### config.mk
export PLATFORM = sky130hd
export DESIGN_NAME = obi_rom_pipelined
export DESIGN_NICKNAME = d
export VERILOG_FILES = /design/src/rtl/obi_rom_pipelined.sv
export SDC_FILE = /design/constraint.sdc
export NUM_CORES = 1
export LEC_CHECK = 0
export ABC_CLOCK_PERIOD_IN_PS = 900
export CORE_MARGIN = 3
export CORE_UTILIZATION = 21
export CTS_BUF_LIST = sky130_fd_sc_hd__clkbuf_16
export DETAILED_ROUTE_END_ITERATION = 7
export PLACE_DENSITY = 0.79
export SLEW_MARGIN = 20
export SYNTH_ARGS = -nofsm -noshare
export SYNTH_HDL_FRONTEND = slang
export SYNTH_SLANG_ARGS = --single-unit
### constraint.sdc
create_clock -name clk_i -period 0.9 [get_ports clk_i]
set_input_delay 0.18 -clock clk_i [delete_from_list [all_inputs] [get_ports clk_i]]
set_output_delay 0.18 -clock clk_i [all_outputs]
set_load 0.05 [all_outputs]
### src/rtl/obi_rom_pipelined.sv
// Pipelined read-only OBI subordinate.
// Every request is granted in the cycle it is presented. The response comes
// out a fixed Latency cycles later, so several reads can be in flight at once.
// Writes and reads past the populated words return an error with zero data.

package obi_pkg;

    typedef struct packed {
        int unsigned AddrWidth;
        int unsigned DataWidth;
        int unsigned IdWidth;
    } obi_cfg_t;

    localparam obi_cfg_t ObiDefaultConfig = '{AddrWidth: 32, DataWidth: 32, IdWidth: 4};

    typedef struct packed {
        logic [31:0] addr;
        logic        we;
        logic [3:0]  be;
        logic [31:0] wdata;
        logic [3:0]  aid;
    } obi_a_chan_t;

    typedef struct packed {
        logic        req;
        obi_a_chan_t a;
    } obi_req_t;

    typedef struct packed {
        logic [31:0] rdata;
        logic [3:0]  rid;
        logic        err;
        logic        r_optional;
    } obi_r_chan_t;

    typedef struct packed {
        logic        gnt;
        logic        rvalid;
        obi_r_chan_t r;
    } obi_rsp_t;

endpackage

module obi_rom_pipelined #(
    parameter obi_pkg::obi_cfg_t ObiCfg     = obi_pkg::ObiDefaultConfig,
    parameter type               obi_req_t  = obi_pkg::obi_req_t,
    parameter type               obi_rsp_t  = obi_pkg::obi_rsp_t,
    parameter int unsigned       NumWords   = 8,
    parameter logic [NumWords*32-1:0] InitData = '0,
    parameter int unsigned       Latency    = 2,
    parameter int unsigned       RegionBits = 8
) (
    input  logic     clk_i,
    input  logic     rst_ni,
    input  obi_req_t obi_req_i,
    output obi_rsp_t obi_rsp_o
);

    localparam int unsigned IdW      = ObiCfg.IdWidth;
    // Width of the decoded word index; at least one bit so nothing is zero-width.
    localparam int unsigned IdxW     = (RegionBits > 2) ? RegionBits - 2 : 1;
    localparam int unsigned IdxExtW  = IdxW + 1;
    // Width needed to address the populated words; never wider than IdxW.
    localparam int unsigned WordW    = (NumWords > 1) ? $clog2(NumWords) : 1;
    localparam int unsigned RomDepth = 1 << WordW;

    // Lookup table padded to a power of two so the final read never indexes past the end.
    logic [31:0] rom_words [RomDepth];

    for (genvar gi = 0; gi < RomDepth; gi++) begin : g_rom
        if (gi < NumWords) begin : g_pop
            assign rom_words[gi] = InitData[gi*32 +: 32];
        end else begin : g_pad
            assign rom_words[gi] = 32'h0;
        end
    end

    logic               handshake;
    logic [IdxW-1:0]    req_idx;
    logic               req_oor;
    logic [IdW-1:0]     req_aid;

    assign handshake = obi_req_i.req;
    assign req_aid   = IdW'(obi_req_i.a.aid);

    // The word index comes from the decoded region only; upper address bits alias.
    if (RegionBits > 2) begin : g_idx
        assign req_idx = obi_req_i.a.addr[RegionBits-1:2];
    end else begin : g_idx_none
        assign req_idx = '0;
    end

    // The comparison is one bit wider so NumWords == 2**IdxW does not wrap to zero.
    assign req_oor = ({1'b0, req_idx} >= IdxExtW'(NumWords));

    // Byte enables, write data, sub-word offset and upper address bits are ignored.
    logic unused_req_bits;
    assign unused_req_bits = ^{obi_req_i.a.be, obi_req_i.a.wdata, obi_req_i.a.addr, req_idx};

    logic [Latency-1:0] valid_q;
    logic [Latency-1:0] we_q;
    logic [Latency-1:0] oor_q;
    logic [WordW-1:0]   idx_q [Latency];
    logic [IdW-1:0]     aid_q [Latency];

    // Request pipeline: stage 0 captures the handshake and every stage shifts each cycle.
    always_ff @(posedge clk_i or negedge rst_ni) begin
        if (!rst_ni) begin
            valid_q <= '0;
            we_q    <= '0;
            oor_q   <= '0;
            for (int i = 0; i < Latency; i++) begin
                idx_q[i] <= '0;
                aid_q[i] <= '0;
            end
        end else begin
            valid_q[0] <= handshake;
            we_q[0]    <= handshake & obi_req_i.a.we;
            oor_q[0]   <= handshake & req_oor;
            idx_q[0]   <= handshake ? req_idx[WordW-1:0] : '0;
            aid_q[0]   <= handshake ? req_aid : '0;
            for (int i = 1; i < Latency; i++) begin
                valid_q[i] <= valid_q[i-1];
                we_q[i]    <= we_q[i-1];
                oor_q[i]   <= oor_q[i-1];
                idx_q[i]   <= idx_q[i-1];
                aid_q[i]   <= aid_q[i-1];
            end
        end
    end

    logic           rsp_valid;
    logic           rsp_err;
    logic [31:0]    rsp_rdata;
    logic [IdW-1:0] rsp_rid;

    assign rsp_valid = valid_q[Latency-1];
    assign rsp_err   = rsp_valid & (we_q[Latency-1] | oor_q[Latency-1]);

    // Table lookup on the last stage; data and id are forced to zero whenever there is no valid read.
    always_comb begin
        rsp_rdata = 32'h0;
        rsp_rid   = '0;
        if (rsp_valid) begin
            rsp_rid = aid_q[Latency-1];
            if (!we_q[Latency-1] && !oor_q[Latency-1]) begin
                rsp_rdata = rom_words[idx_q[Latency-1]];
            end
        end
    end

    // Assemble the response; the grant simply mirrors the request.
    always_comb begin
        obi_rsp_o              = '0;
        obi_rsp_o.gnt          = obi_req_i.req;
        obi_rsp_o.rvalid       = rsp_valid;
        obi_rsp_o.r.rdata      = rsp_rdata;
        obi_rsp_o.r.rid        = rsp_rid;
        obi_rsp_o.r.err        = rsp_err;
        obi_rsp_o.r.r_optional = 1'b0;
    end

`ifndef SYNTHESIS
    // Sanity checks on the parameter set, kept out of the synthesised netlist.
    always @(posedge clk_i) begin
        assert (Latency >= 1 && Latency <= 8)
            else $error("obi_rom_pipelined: Latency must be 1..8");
        assert (NumWords >= 1 && NumWords <= 64)
            else $error("obi_rom_pipelined: NumWords must be 1..64");
        assert (ObiCfg.DataWidth == 32)
            else $error("obi_rom_pipelined: DataWidth must be 32");
        assert (RegionBits >= WordW + 2 && RegionBits <= ObiCfg.AddrWidth)
            else $error("obi_rom_pipelined: RegionBits too small for NumWords");
    end
`endif

endmodule

* After elaboration in Yosys (flattened, before gate mapping) *
Memories as Yosys holds them, arrays and structs flattened.
Cells that the tools add are included.

word-level totals
  bits of input ports = 76
  logic and storage cells = 25
  register bits after elaboration = 20
  output and inout bits = 40
  memories kept = 1
  ROM bits = 256

memories
  memory           words  bits a word  rd ports  clocked after Yosys merged registers in  write ports  line  text
  (no name shown)  8      32           1         0                                        0            147   rsp_rdata = rom_words[idx_q[Latency-1]];

cells by class
  $lt $le $gt $ge = 2
  bitwise logic cells = 5
  muxes and demuxes = 7
  reduce and logical (&&, ||, !) cells = 3

operator list
  kind                  count
  $mux W32              4
  $mux W4               2
  $ge A6 B4 Y1 const B  1
  $ge A4 B4 Y1 const B  1
  $not A3 Y4            1
  $and A1 B1 Y1         3
  $mux W3               1
  $logic_not A1 Y1      2
  $logic_and A1 B1 Y1   1
  $or A1 B1 Y1          1

* Depth between registers and ports, before layout *
Gate-level depths: netlist (run 1).

  depth after elaboration = 6
  mapped depth = 2
  depth with buffers taken out = 1

* Worst setup path before layout (run 1) *
No wires, ideal clock.

  kind = register -> output
  start = reg valid_q[1]
  end = out obi_rsp_o[2] (netlist bit)
  arrival = 0.800 ns
  stages on the path, launching flop included = 2
  slack = -0.080 ns
  cells stage by stage = dfrtp_1 and2_1

RTL lines
  item                              line  text
  start: declaration                100   logic [Latency-1:0] valid_q;
  start signal: indexed assignment  123   valid_q[i] <= valid_q[i-1];
  end: declaration                  56    output obi_rsp_t obi_rsp_o

==> results_dict.tcl, run 1 <==
set metrics [dict create \
    netlist_area_um2 696.9 \
    core_um2 3103 \
    whs_ns 0.2711 \
    timing.final.crit_share_pct 126.5 \
    synth_top_family_by_area "buffers and inverters" \
    max-clock-path-buffers 2 \
    synth.area.top_cells "dfrtp_1 (50%), buf_4 (39%), and2_1 (8.1%), o31a_1 (1.3%), o21a_1 (1.1%)" \
    crit_required_ns 0.72 \
    drv_cap 0 \
    crit_path_end_kind "primary output" \
    reg2reg_depth 0 \
    path_max_fanout 6 \
    muxShareOfSynthArea_pct 0 \
    grt_max_degree 15 \
    rrSetupSlack_ns 0.43 \
    htreeDepth 1 \
    drc 0 \
    r2r_start "we_q[0]" \
    ant_nets 0 \
    final_nets 158 \
    min_path_type "input port to async pin" \
    clk_pin_slew_ns 0.04 \
    synth_xor_area_share_pct 0 \
    m1WireLength_um 289 \
    pre_cts_ws_ns -0.2900 \
    drt_iter0_drc 2 \
    vias 327 \
    dp_hpwl_um 716.8 \
    multi_input_area_um2 206.4 \
    max_clock_freq_ghz 0.8787 \
    synth_seq_cells 14 \
    grt_usage_pct 4.246 \
    p_leak_nw 0.4718 \
    fin_tns_setup_ns -1.404 \
    slew_viol_final 0 \
    drive_above_1_share_pct 22.22 \
    io-pin-count 116 \
    viasPerCell 2.616 \
    gr-total-overflow 0 \
    portBuffers 17 \
    outcome "finished, violations left" \
    final_util_pct 30.97 \
    dr.pass1.iters 2 \
    synth_compound_area_share_pct 2.334 \
    finalWorstSetupSlack_ns -0.2381 \
    synth_top_cell_area_share_pct 50.27 \
    antennaDiodeCount 0 \
    arrival_ns 0.96 \
    antenna_found_initial 0 \
    skew_ns 0.001040 \
    syn_area_per_cell_um2 11.24 \
    cts_root_buffer "clkbuf_16" \
    die_w_um 63.61 \
    finalCriticalPeriod_ns 1.138 \
    dieArea_um2 4046 \
    grt_pass1_vias 283 \
    drt_wl_total_um 848 \
    synth_warnings 0 \
    setup_viol 6 \
    met3WireLength_um 126 \
    gp_congestion 0.5671 \
    detail_route.wl_per_cell_um 6.784 \
    synthAdderAreaFrac_pct 0 \
    power_density_nw_per_um2 2074 \
    hold_violations 0 \
    initial_utilization_pct 22.46 \
    synth.distinct_cells 6 \
    maxUsedRoutingLayer "met4" \
    r2r-end "we_q[1]" \
    max-vdd-ir-drop_v 0.0007396 \
    synth_seq_area_share_pct 50.27 \
    register_area_um2 351.6 \
    worstSetupPathType "flip-flop to primary output" \
    cts-buffers-inserted 3 \
    crit_path_start_kind "flip-flop" \
    wl_met2_um 396 \
    rows 20 \
    synthSimpleGateAreaFrac_pct 8.079 \
    grt_pass1_wl_um 1179 \
    n_fill_cell 324 \
    die_y_um 63.61 \
    cts.sinks 14 \
    rsz0062_at_grt "true" \
    cts_tree "built" \
    violations "negative setup slack" \
    syn_inst 62 \
    area_growth_pct 37.88 \
    holdBufCountCts 0 \
    insertion_delay_ns 0.24 \
    yosys.area.top_type "dfrtp_1" \
]
## how the worst max path moves through the flow
stage | slack [ns] | startpoint | cells past startpoint | endpoint
final | -0.24 | valid_q[1] | 2 | obi_rsp_o[1]
after global routing | -0.28 | valid_q[1] | 2 | obi_rsp_o[1]
after CTS | -0.28 | valid_q[1] | 2 | obi_rsp_o[1]
after detailed placement | -0.29 | obi_req_i[73] | 2 | obi_rsp_o[39]
after global placement | -0.25 | obi_req_i[73] | 2 | obi_rsp_o[39]
after floorplan | 0.04 | oor_q[1] | 2 | obi_rsp_o[1]
## state kept, by name, indices dropped and copies added, names as in the netlist
name / count
aid_q: 8
oor_q: 2
valid_q: 2
we_q: 2
## cell families (layout without fill, tap and decap cells)
logic type,Yosys count,after routing
DFF,14,14
AOI/OAI and AO/OA,2,2
other,1,33
buffers and inverters,36,23
and+or+nand+nor,9,9
## final cells by class
| cell class | count | area share (%) |
|---|---|---|
| sequential | 14 | 36.59 |
| clock buffer | 3 | 7.812 |
| multi-input combinational | 44 | 21.48 |
| clock inverter | 1 | 0.3906 |
| tap | 44 | 5.729 |
| timing repair buffer | 19 | 27.99 |
## placed cells by master (no fill, tap or decap)
cell / instances
and2_4: 4
buf_4: 1
dfrtp_1: 13
buf_12: 8
clkinv_1: 1
dfrtp_2: 1
o21a_1: 1
and2_1: 5
conb_1: 33
clkdlybuf4s50_1: 9
clkbuf_16: 3
clkdlybuf4s15_2: 1
o31a_1: 1
## power breakdown
group / internal [W] / switching [W]
clock network: 0.000584 / 0.000218
logic: 0.000122 / 0.000394
registers: 0.000665 / 0.0000104
total: 0.00137 / 0.000622
## per-stage QoR
stage	cell area (um2)	std cells	power, W
floorplan	822.0	94	0.001175
global placement	874.6	121	0.001191
detailed placement	874.6	121	0.001195
CTS	959.7	125	0.002017
global route	960.9	125	0.002065
finish	960.9	125	0.001993
## cells in the mapped netlist
library cell	n
conb_1	1
o21a_1	1
and2_1	9
dfrtp_1	14
o31a_1	1
buf_4	36
## metal layers
metal  GRT usage, %  up-vias
met5              0        -
met4          6.469        0
met2          5.346       30
met1          3.829      139
li1               -      156
met3          2.496        2
## critical path, stage by stage, from the launching register on
cell and delay (ns):
dfrtp_2 0.43, o21a_1 0.14, buf_12 0.15
## timing repair
action                                  in CTS  in global routing
buffers inserted                             0                  0
resized for setup                            7                  1
endpoints found under the setup margin       7                  6
(Power assumes the default switching activity.)
==> run 2, diff against run 1 <==
- PLACE_DENSITY: 0.79 -> default
- PLACE_DENSITY_LB_ADDON: default -> 0.3
==> run 2 against run 1 <==
  * The flow still finishes with violations (negative setup slack)
  * Worst setup slack got worse by 0.0024 ns
  * Via count down 1.2%
  * Cell count increased by 0.80%
  * Clock power fell by 0.6%
  * Sequential share of layout area down 0.19 points
  * Clock skew grew 0.0014 ns
  * Design area up 0.52%
  * Non-clock buffer count up 1
  * First-iteration DRC count grew to 3.0 times the previous value
  * Clock-buffer cell count stayed put
  * Worst hold slack improved by 0.0065 ns
  * Highest routed layer unchanged
==> results_dict.tcl, run 2 (synthesized netlist as in run 1, its figures left out) <==
set metrics [dict create \
    drt_iter0_drc 6 \
    cts-buffers-inserted 3 \
    slew_viol_final 0 \
    outcome "finished, violations left" \
    final_nets 159 \
    antenna_found_initial 0 \
    arrival_ns 0.96 \
    largest_reg_flops 8 \
    gr-total-overflow 0 \
    whs_ns 0.2776 \
    clk_pin_slew_ns 0.04 \
    violations "negative setup slack" \
    place_area_um2 882.1 \
    finalWorstSetupSlack_ns -0.2405 \
    dp_cells 122 \
    rsz0062_at_grt "true" \
    path_max_fanout 6 \
    postCtsSetupRepairBufs 0 \
    cts.sinks 14 \
    insertion_delay_ns 0.24 \
    portBuffers 17 \
    dieArea_um2 4046 \
    timing.final.crit_share_pct 126.7 \
    holdBufCountCts 0 \
    setup_viol 6 \
    cp_cell_sequence "o21a_1, buf_12" \
    max-clock-path-buffers 2 \
    ant_nets 0 \
    antennaDiodeCount 0 \
    grt_usage_pct 3.991 \
    finalCriticalPeriod_ns 1.140 \
    max-vdd-ir-drop_v 0.0005712 \
    crit_slowest_cell "dfrtp_2" \
    worstSetupPathType "flip-flop to primary output" \
    skew_ns 0.002441 \
    fin_area_um2 965.9 \
    io-pin-count 116 \
    initial_utilization_pct 22.46 \
    grt_max_degree 15 \
    cts_tree "built" \
    hold_violations 0 \
    area_growth_pct 38.60 \
    critPathMaxStageDelay_ns 0.43 \
    p_leak_nw 0.4771 \
    core_um2 3103 \
    die_y_um 63.61 \
    drv_cap 0 \
    drc 0 \
    power_density_nw_per_um2 2060 \
    crit_path_start_kind "flip-flop" \
    n_fill_cell 318 \
    crit_required_ns 0.72 \
    gp_congestion 0.6102 \
    vias 323 \
    die_w_um 63.61 \
    htreeDepth 1 \
    grt_pass1_wl_um 1152 \
    min_path_type "input port to async pin" \
    drive_above_1_share_pct 21.95 \
    final_common_cell "conb_1" \
    max_clock_freq_ghz 0.8768 \
    detail_route.wl_per_cell_um 6.333 \
    rows 20 \
    stdcell_count 126 \
    regMostFlops "aid_q" \
    cts_root_buffer "clkbuf_16" \
    dr.pass1.iters 2 \
    drt_wl_total_um 798 \
    crit_path_end_kind "primary output" \
    final_cell_mix "conb_1 (33), dfrtp_1 (13), clkdlybuf4s50_1 (9), buf_12 (8), and2_1 (5)" \
    dp_hpwl_um 679.6 \
    viasPerCell 2.563 \
    grt_pass1_vias 262 \
]
==> run 2: layout make-up <==
class	count	area, um2	share of cell area (%)
timing repair buffer	20	274.0	28.37
tap	44	55.05	5.699
sequential	14	351.6	36.40
multi-input combinational	44	206.4	21.37
clock inverter	1	3.754	0.3886
clock buffer	3	75.07	7.772
==> run 2: timing repair <==
item                       CTS  global route
resized for setup            1             5
pin swaps                    0             0
setup endpoints to repair    7             6
==> run 2: power breakdown <==
| group | switching, W | total, W | internal (W) |
|---|---|---|---|
| registers | 0.0000110 | 0.000676 | 0.000665 |
| clock network | 0.000214 | 0.000797 | 0.000583 |
| logic | 0.000393 | 0.000517 | 0.000124 |
==> run 2: critical path: cells and delay by family (launching register included) <==
kind | cells | cell delay, ns
buffers and inverters | 1 | 0.15
AO/OA/AOI/OAI | 1 | 0.14
flip-flops | 1 | 0.43
==> run 2: path summary, 6_finish.rpt <==
| kind | from | to | slack [ns] | cells after the start |
|---|---|---|---|---|
| max reg2reg | aid_q[4] | aid_q[0] | 0.43 | 0 |
| min reg2reg | aid_q[7] | aid_q[3] | 0.34 | 0 |
| min in group clk_i | aid_q[7] | aid_q[3] | 0.34 | 0 |
| min | rst_ni | aid_q[6] | 0.28 | 2 |
| max | valid_q[1] | obi_rsp_o[1] | -0.24 | 2 |
| max in group asynchronous | rst_ni | valid_q[1] | 0.50 | 2 |
==> run 2: routing by layer <==
| layer | vias up | GRT usage [%] | part of all wire, % |
|---|---|---|---|
| li1 | 159 | - | - |
| met1 | 135 | 4.615 | 39 |
| met2 | 27 | 4.824 | 46 |
| met3 | 2 | 1.783 | 13 |
| met4 | 0 | 4.852 | 2.4 |
| met5 | - | 0 | 0 |
==> run 2: metrics by stage <==
step / worst slack [ns] / util [%] / power [W] / TNS (ns)
after floorplan: 0.03545 / - / 0.001175 / 0
after global placement: -0.1783 / 28.43 / 0.001197 / -1.279
after detailed placement: -0.1899 / 28.43 / 0.001198 / -1.394
after CTS: -0.2928 / 30.93 / 0.002011 / -1.665
after global routing: -0.2915 / 31.13 / 0.002072 / -1.642
final: -0.2405 / 31.13 / 0.001990 / -1.413
